<file path="src/rtl/cache_miss_ctrl.sv">
// rtl/cache_miss_ctrl.sv - request sequencer between the CPU port, direct-mapped cache and backing memory
module cache_miss_ctrl #(
   parameter int ADDR_WIDTH  = 32,
   parameter int DATA_WIDTH  = 8,
   parameter int MEM_TIMEOUT = 255
) (
   input  logic                  clk,
   input  logic                  rst,
   input  logic                  cpu_req_valid,
   output logic                  cpu_req_ready,
   input  logic [ADDR_WIDTH-1:0] cpu_addr,
   input  logic [DATA_WIDTH-1:0] cpu_wdata,
   input  logic                  cpu_wr_en,
   output logic                  cpu_resp_valid,
   output logic [DATA_WIDTH-1:0] cpu_rdata,
   output logic                  cpu_err,
   output logic [ADDR_WIDTH-1:0] cache_addr,
   output logic [DATA_WIDTH-1:0] cache_data_in,
   output logic                  cache_wr_en,
   input  logic                  cache_hit,
   input  logic [DATA_WIDTH-1:0] cache_data_out,
   output logic                  mem_req,
   output logic                  mem_we,
   output logic [ADDR_WIDTH-1:0] mem_addr,
   output logic [DATA_WIDTH-1:0] mem_wdata,
   input  logic                  mem_ack,
   input  logic [DATA_WIDTH-1:0] mem_rdata,
   output logic [15:0]           hit_cnt,
   output logic [15:0]           miss_cnt
);

   localparam int TW = $clog2(MEM_TIMEOUT + 1);
   localparam logic [TW-1:0] TO_LAST = TW'(MEM_TIMEOUT - 1);

   typedef enum logic [2:0] {
      S_IDLE,
      S_LOOKUP,
      S_HIT_WAIT,
      S_MEM_RD,
      S_MEM_WR,
      S_FILL,
      S_RESP
   } state_t;

   state_t                state;
   logic [ADDR_WIDTH-1:0] addr_q;
   logic [DATA_WIDTH-1:0] wdata_q;
   logic                  wr_q;
   logic                  hit_q;
   logic [TW-1:0]         tcnt;

   // The latched request drives both the cache and memory address buses.
   assign cache_addr = addr_q;
   assign mem_addr   = addr_q;
   assign mem_wdata  = wdata_q;

   always_ff @(posedge clk or negedge rst) begin
      if (!rst) begin
         state          <= S_IDLE;
         addr_q         <= '0;
         wdata_q        <= '0;
         wr_q           <= 1'b0;
         hit_q          <= 1'b0;
         tcnt           <= '0;
         cpu_req_ready  <= 1'b0;
         cpu_resp_valid <= 1'b0;
         cpu_rdata      <= '0;
         cpu_err        <= 1'b0;
         cache_data_in  <= '0;
         cache_wr_en    <= 1'b0;
         mem_req        <= 1'b0;
         mem_we         <= 1'b0;
         hit_cnt        <= '0;
         miss_cnt       <= '0;
      end else begin
         cpu_resp_valid <= 1'b0;
         cache_wr_en    <= 1'b0;
         case (state)
            S_IDLE: begin
               cpu_req_ready <= 1'b1;
               if (cpu_req_ready && cpu_req_valid) begin
                  addr_q        <= cpu_addr;
                  wdata_q       <= cpu_wdata;
                  wr_q          <= cpu_wr_en;
                  cpu_req_ready <= 1'b0;
                  state         <= S_LOOKUP;
               end
            end
            S_LOOKUP: begin
               if (wr_q) begin
                  hit_q   <= cache_hit;
                  mem_req <= 1'b1;
                  mem_we  <= 1'b1;
                  tcnt    <= '0;
                  state   <= S_MEM_WR;
               end else if (cache_hit) begin
                  if (hit_cnt != 16'hFFFF) hit_cnt <= hit_cnt + 16'd1;
                  state <= S_HIT_WAIT;
               end else begin
                  if (miss_cnt != 16'hFFFF) miss_cnt <= miss_cnt + 16'd1;
                  mem_req <= 1'b1;
                  mem_we  <= 1'b0;
                  tcnt    <= '0;
                  state   <= S_MEM_RD;
               end
            end
            S_HIT_WAIT: begin
               cpu_rdata      <= cache_data_out;
               cpu_err        <= 1'b0;
               cpu_resp_valid <= 1'b1;
               state          <= S_RESP;
            end
            S_MEM_RD, S_MEM_WR: begin
               // An ack arriving in the final allowed cycle still completes normally.
               if (mem_ack) begin
                  mem_req <= 1'b0;
                  mem_we  <= 1'b0;
                  cpu_err <= 1'b0;
                  if (state == S_MEM_RD) begin
                     cpu_rdata     <= mem_rdata;
                     cache_data_in <= mem_rdata;
                     cache_wr_en   <= 1'b1;
                     state         <= S_FILL;
                  end else if (hit_q) begin
                     cache_data_in <= wdata_q;
                     cache_wr_en   <= 1'b1;
                     state         <= S_FILL;
                  end else begin
                     cpu_resp_valid <= 1'b1;
                     state          <= S_RESP;
                  end
               end else if (tcnt == TO_LAST) begin
                  mem_req        <= 1'b0;
                  mem_we         <= 1'b0;
                  cpu_err        <= 1'b1;
                  cpu_rdata      <= '0;
                  cpu_resp_valid <= 1'b1;
                  state          <= S_RESP;
               end else begin
                  tcnt <= tcnt + 1'b1;
               end
            end
            S_FILL: begin
               cpu_resp_valid <= 1'b1;
               state          <= S_RESP;
            end
            S_RESP: begin
               cpu_req_ready <= 1'b1;
               state         <= S_IDLE;
            end
            default: state <= S_IDLE;
         endcase
      end
   end

endmodule

</file>
<file path="config.mk">
export PLATFORM = sky130hd
export DESIGN_NAME = cache_miss_ctrl
export DESIGN_NICKNAME = d
export VERILOG_FILES = /design/src/rtl/cache_miss_ctrl.sv
export SDC_FILE = /design/constraint.sdc
export NUM_CORES = 1
export LEC_CHECK = 0
export BUFFER_PORTS_ARGS = -buffer_cell sky130_fd_sc_hd__buf_2
export CAP_MARGIN = 25
export CORE_MARGIN = 2
export CORE_UTILIZATION = 54
export CTS_BUF_LIST = sky130_fd_sc_hd__clkbuf_16
export CTS_CLUSTER_SIZE = 10
export DETAILED_ROUTE_END_ITERATION = 7
export GPL_TIMING_DRIVEN = 0
export PLACE_DENSITY = 0.85
export SLEW_MARGIN = 20
export SYNTH_ARGS = -nofsm -noshare
export SYNTH_HDL_FRONTEND = slang
export SYNTH_SLANG_ARGS = --single-unit
</file>
<file path="constraint.sdc">
create_clock -name clk -period 4.4 [get_ports clk]
set_clock_uncertainty 0.1 [all_clocks]
set_input_delay 0.88 -clock clk [delete_from_list [all_inputs] [get_ports clk]]
set_output_delay 0.88 -clock clk [all_outputs]
set_load 0.005 [all_outputs]
</file>
## Word level (Yosys, flattened, before mapping)

Cells that the tools add are included.
W data, S select, Z words.

- $add $sub $neg: 3
- Eq/ne operators: 15
- Multiplexer cells: 41
- Bitwise operators: 2
- Reductions and logical operators: 18

Operators with widths:

| operator | count |
|---|---|
| $mux W8 | 9 |
| $add A16 B1 Y16 const B | 2 |
| $ne A16 B16 Y1 const B | 2 |
| $pmux W8 S2 | 2 |
| $mux W1 | 18 |
| $mux W3 | 4 |
| $pmux W3 S4 | 1 |
| $reduce_and A4 Y1 | 3 |
| $pmux W1 S2 | 5 |
| $eq A3 B3 Y1 const B | 3 |
| $ne A3 B3 Y1 const B | 3 |
| $reduce_and A3 Y1 | 3 |
| $add A8 B1 Y8 const B | 1 |
| $eq A8 B8 Y1 const B | 1 |
| $reduce_and A2 Y1 | 4 |
| $reduce_bool A2 Y1 | 4 |
| $eq A3 B2 Y1 const B | 2 |
| $ne A2 B2 Y1 const B | 3 |
| $mux W2 | 2 |
| $reduce_or A2 Y1 | 2 |
| $eq A3 B1 Y1 const B | 1 |
| $logic_not A3 Y1 | 1 |
| $not A1 Y1 | 2 |
| $logic_and A1 B1 Y1 | 1 |

- Bits in registers: 107
- Input port bits: 62
- Logic and storage cells: 95

## Logic depth before layout (Yosys ltp)

- Word-level depth: 4
- Mapped depth: 8
- Mapped depth without buffers: 6

## Least setup slack after synthesis

OpenSTA, ideal clock, no wires.

- Kind: input-to-reg
- From: input port mem_ack
- To: register cpu_rdata[0]
- Arrival time: 2147 ps
- Data required time: 4175 ps
- Setup slack: 2028 ps
- Stages on the path: 4
- Path buffers: 0
- Path through: or4b_2 a211oi_1 nor2_1 mux2_2

- Longest elaborated chain between the ends: 2

RTL lines:

| item | RTL line | source |
|---|---|---|
| start: declaration | 26 | `input logic mem_ack,` |
| $ne A3 B3 Y1 (no source line) / $mux W8 (equally long branches) | n/a |  |
| $reduce_and A3 Y1 (no source line) / $pmux W8 S2 (equally long branches) | n/a |  |
| end signal: assignment | 108 | `cpu_rdata <= cache_data_out;` |
| end signal: assignment | 120 | `cpu_rdata <= mem_rdata;` |
| end: declaration | 15 | `output logic [DATA_WIDTH-1:0] cpu_rdata,` |

Several ways; a longest one is shown, not always the timed one.
A chain may end at the register's enable or synchronous reset.

## Final worst setup path

- From: register state[0]
- To: register state[0]

- Longest elaborated chain between the ends: 4

RTL lines:

| item | RTL line | source |
|---|---|---|
| start: declaration | 45 | `state_t state;` |
| start signal: assignment | 59 | `state <= S_IDLE;` |
| start signal: assignment | 86 | `state <= S_LOOKUP;` |
| start signal: assignment | 95 | `state <= S_MEM_WR;` |
| $eq A3 B2 Y1 / $eq A3 B3 Y1 (equally long branches) | 78, 119 |  |
| $mux W2 / $reduce_or A2 Y1 (equally long branches) | 119, 78 |  |
| $mux W3 / $ne A3 B3 Y1 (equally long branches) | n/a |  |
| $pmux W3 S4 / $reduce_and A2 Y1 (equally long branches) | n/a |  |

Several ways; a longest one is shown, not always the timed one.

==> flow_metrics.env <==
export IMPL_status="finished clean"
export IMPL_final_min_clock_period_ps=2320
export IMPL_maxSlewViolCount=0
export IMPL_die_width_um=103
export IMPL_cts_buffers=9
export IMPL_ctsHoldBuffers=0
export IMPL_setup_viol=0
export IMPL_synth_edf_count=0
export IMPL_dp_hpwl_um=9370
export IMPL_synth_distinct_cells=54
export IMPL_overflow=0
export IMPL_syn_to_final_growth_pct=27.1
export IMPL_grt_pass1_vias=4152
export IMPL_synth_async_sr_flop_share_pct=100
export IMPL_fin_area_sq_um=6680
export IMPL_worstPathRequired_ps=4490
export IMPL_ir_drop_mv=0.421
export IMPL_max_cap_violations=0
export IMPL_cts_clk_slew_worst_paths_ps=70
export IMPL_gp_congestion=0.898
export IMPL_ys_warn_count=0
export IMPL_max_stage_delay_ps=500
export IMPL_post_drt_via_cell_ratio=5.31
export IMPL_nets=732
export IMPL_clock_path_buffers=2
export IMPL_diodes=0
export IMPL_seqPwrFrac_pct=39.3
export IMPL_numPortBuffers=187
export IMPL_cts_tree="built"
export IMPL_max_freq_ghz=0.430
export IMPL_synth_area_per_cell_sq_um=11.3
export IMPL_wl_um=12500
export IMPL_grt_use_total_pct=23.8
export IMPL_endpoint_kind="flip-flop"
export IMPL_highest_layer="met4"
export IMPL_cp_cell_sequence="clkbuf_2 -> and3b_1 -> buf_4 -> o21ai_1 -> clkbuf_1 -> o221ai_1"
export IMPL_synth_nets=532
export IMPL_tightest_slew_ps=915
export IMPL_wl_met1_um=5070
export IMPL_path_class="reg -> reg"
export IMPL_cp_max_fo=10
export IMPL_stdcell_count=803
export IMPL_grt_pass1_wl_um=19700
export IMPL_antenna_found_initial=0
export IMPL_dieArea_sq_um=10500
export IMPL_drc=0
export IMPL_p_leak_uw=0.00338
export IMPL_grt_max_degree=69
export IMPL_synth_ff_type="dfrtp_1"
export IMPL_intPower_uw=2710
export IMPL_yosysSeqAreaShare_pct=50.9
export IMPL_routedWlPerCell_um=15.6
export IMPL_coreArea_sq_um=9590
export IMPL_initial_core_util_pct=54.8
export IMPL_power_density_nw_per_um2=605
export IMPL_arrival_ps=2410
export IMPL_cts_root_buf="clkbuf_16"
export IMPL_dr_wl_met3_um=946
export IMPL_die_y_um=103
export IMPL_cp_slowest_cell="o21ai_1"
export IMPL_clkPwrFrac_pct=19.3
export IMPL_clkSinkCount=107
export IMPL_power_switching_uw=1330
export IMPL_fin_util_pct=69.6
export IMPL_drtIter0Drc=242
export IMPL_cts_resized=0
export IMPL_fin_setup_tns_ps=0
export IMPL_relSlewSlack_pct=38.5
export IMPL_drive_gt1_share_pct=46.3
export IMPL_hold_viol_final=0
export IMPL_swShare_pct=33.0
export IMPL_grt_setup_unrepaired="no"
export IMPL_final_antenna_net_count=0
export IMPL_core_rowCount=36
export IMPL_path_buf_inv=3
export IMPL_finalCritPeriodShare_pct=52.8
export IMPL_boundaryPins=188
export IMPL_place_area_sq_um=6390
export IMPL_place_inst=787
export IMPL_cts_setup_buffers=0
export IMPL_cp_top_family="buffers and inverters"
export IMPL_synth_area_sq_um=5260
export IMPL_synthCells=466
export IMPL_routed_wl_met2_um=6200
export IMPL_dr_total_vias=4263
export IMPL_cp_start_kind="flip-flop"
export IMPL_ys_seq_elements=107
export IMPL_htreeDepth=3
export IMPL_hp_class="in -> async"
export IMPL_comb_power_share_pct=41.4
export IMPL_firstDrtPassIters=4
export IMPL_fin_hold_ws_ps=345
export IMPL_insertion_delay_ps=340
-- cell usage after synthesis (all sizes together), types with 2 or more instances --
| cell | instances | share of area [%] |
|---|---|---|
| a21oi | 11 | 1.0 |
| inv | 22 | 1.6 |
| nand3 | 18 | 1.7 |
| or4 | 2 | 0.29 |
| buf | 41 | 5.6 |
| nand4 | 12 | 1.4 |
| and3 | 7 | 0.83 |
| nor3 | 7 | 0.76 |
| o21ai | 13 | 1.2 |
| a31oi | 8 | 0.95 |
| o22ai | 3 | 0.36 |
| dfrtp | 107 | 51 |
| nand2 | 37 | 2.6 |
| a2111oi | 2 | 0.33 |
| nand2b | 7 | 0.83 |
| a211oi | 9 | 1.3 |
| nor2 | 12 | 0.86 |
| xor2 | 10 | 1.7 |
| and4 | 2 | 0.33 |
| mux2i | 23 | 4.4 |
| or2 | 3 | 0.36 |
| or4b | 2 | 0.45 |
| clkbuf | 10 | 0.74 |
| ha | 4 | 0.95 |
| xnor2 | 13 | 2.2 |
| mux2 | 55 | 12 |
| o311ai | 2 | 0.33 |
| o211ai | 2 | 0.29 |
| nor4 | 4 | 0.76 |
| and2 | 2 | 0.24 |
-- worst reg2reg max path, cell delays in order, from the launching register on --
cell and delay, ps:
dfrtp_1 370, clkbuf_2 160, and3b_1 200, buf_4 190
o21ai_1 510, clkbuf_1 440, o221ai_1 200
-- cell families after synthesis --
kind of cell	Yosys count	share of synthesized area, %
compound gates	60	7.45
xor+xnor	23	3.83
fa+ha+maj	4	0.952
buf+inv	73	7.90
flops	107	50.9
mux	78	16.2
simple gates	121	12.8
-- power by group through the flow --
stage	combinational (uW)	sequential [uW]	clock, uW
after CTS	1690	1590	796
after floorplan	976	1590	0
after global placement	1620	1580	0
after detailed placement	1680	1610	0
after global routing	1850	1640	831
final	1670	1590	780
-- state kept, by name, summed over array words and instances, names as in the netlist --
| name | count |
|---|---|
| cache_data_in | 8 |
| cache_wr_en | 1 |
| mem_wdata | 8 |
| mem_we | 1 |
| cpu_err | 1 |
| tcnt | 8 |
| state | 3 |
| mem_req | 1 |
| wr_q | 1 |
| hit_cnt | 16 |
| cache_addr | 32 |
| cpu_resp_valid | 1 |
| hit_q | 1 |
| cpu_req_ready | 1 |
| cpu_rdata | 8 |
| miss_cnt | 16 |
-- area by class of cell --
| type | count | area, sq um |
|---|---|---|
| buffer | 51 | 333 |
| inverter | 22 | 82.6 |
| clock buffer | 9 | 225 |
| timing repair buffer | 189 | 975 |
| tap | 133 | 166 |
| sequential | 107 | 2680 |
| multi-input combinational | 286 | 2160 |
| clock inverter | 6 | 57.6 |
| fill | 744 | 2910 |
-- per-stage QoR --
stage | total power [uW] | worst slack (ps)
after global placement | 3200 | 1200
after detailed placement | 3290 | 1590
final | 4040 | 2080
after CTS | 4070 | 1940
after floorplan | 2570 | 2030
after global routing | 4320 | 1910
-- metal layers --
layer,track usage [%],vias to the layer above
li1,-,2026
met1,29.3,2045
met2,40.2,173
met3,6.03,19
met4,9.95,0
met5,0,-
-- layout by cell type, fill, tap and decap left out, types with 12 or more instances in the layout --
master	n
buf_2	193
dfrtp_1	107
mux2_2	54
nand2_1	37
buf_4	33
mux2i_1	23
inv_1	22
nand3_1	18
xnor2_1	13
nand4_1	12
o21ai_0	12
nor2_1	12
-- worst paths after layout --
kind	from	to	slack (ps)	cells past startpoint
setup / recovery	state[0]$_DFFE_PN0P_	state[0]$_DFFE_PN0P_	2080	6
hold / removal	rst	miss_cnt[10]$_DFFE_PN0P_	340	1
setup reg to reg	state[0]$_DFFE_PN0P_	state[0]$_DFFE_PN0P_	2080	6
hold reg to reg	cache_data_in[2]$_DFFE_PN0P_	cache_data_in[2]$_DFFE_PN0P_	380	2
max in group asynchronous	rst	cpu_rdata[0]$_DFFE_PN0P_	3210	2
min in group clk	cache_data_in[2]$_DFFE_PN0P_	cache_data_in[2]$_DFFE_PN0P_	380	2
Note: power is estimated with default switching activity, not from simulation.
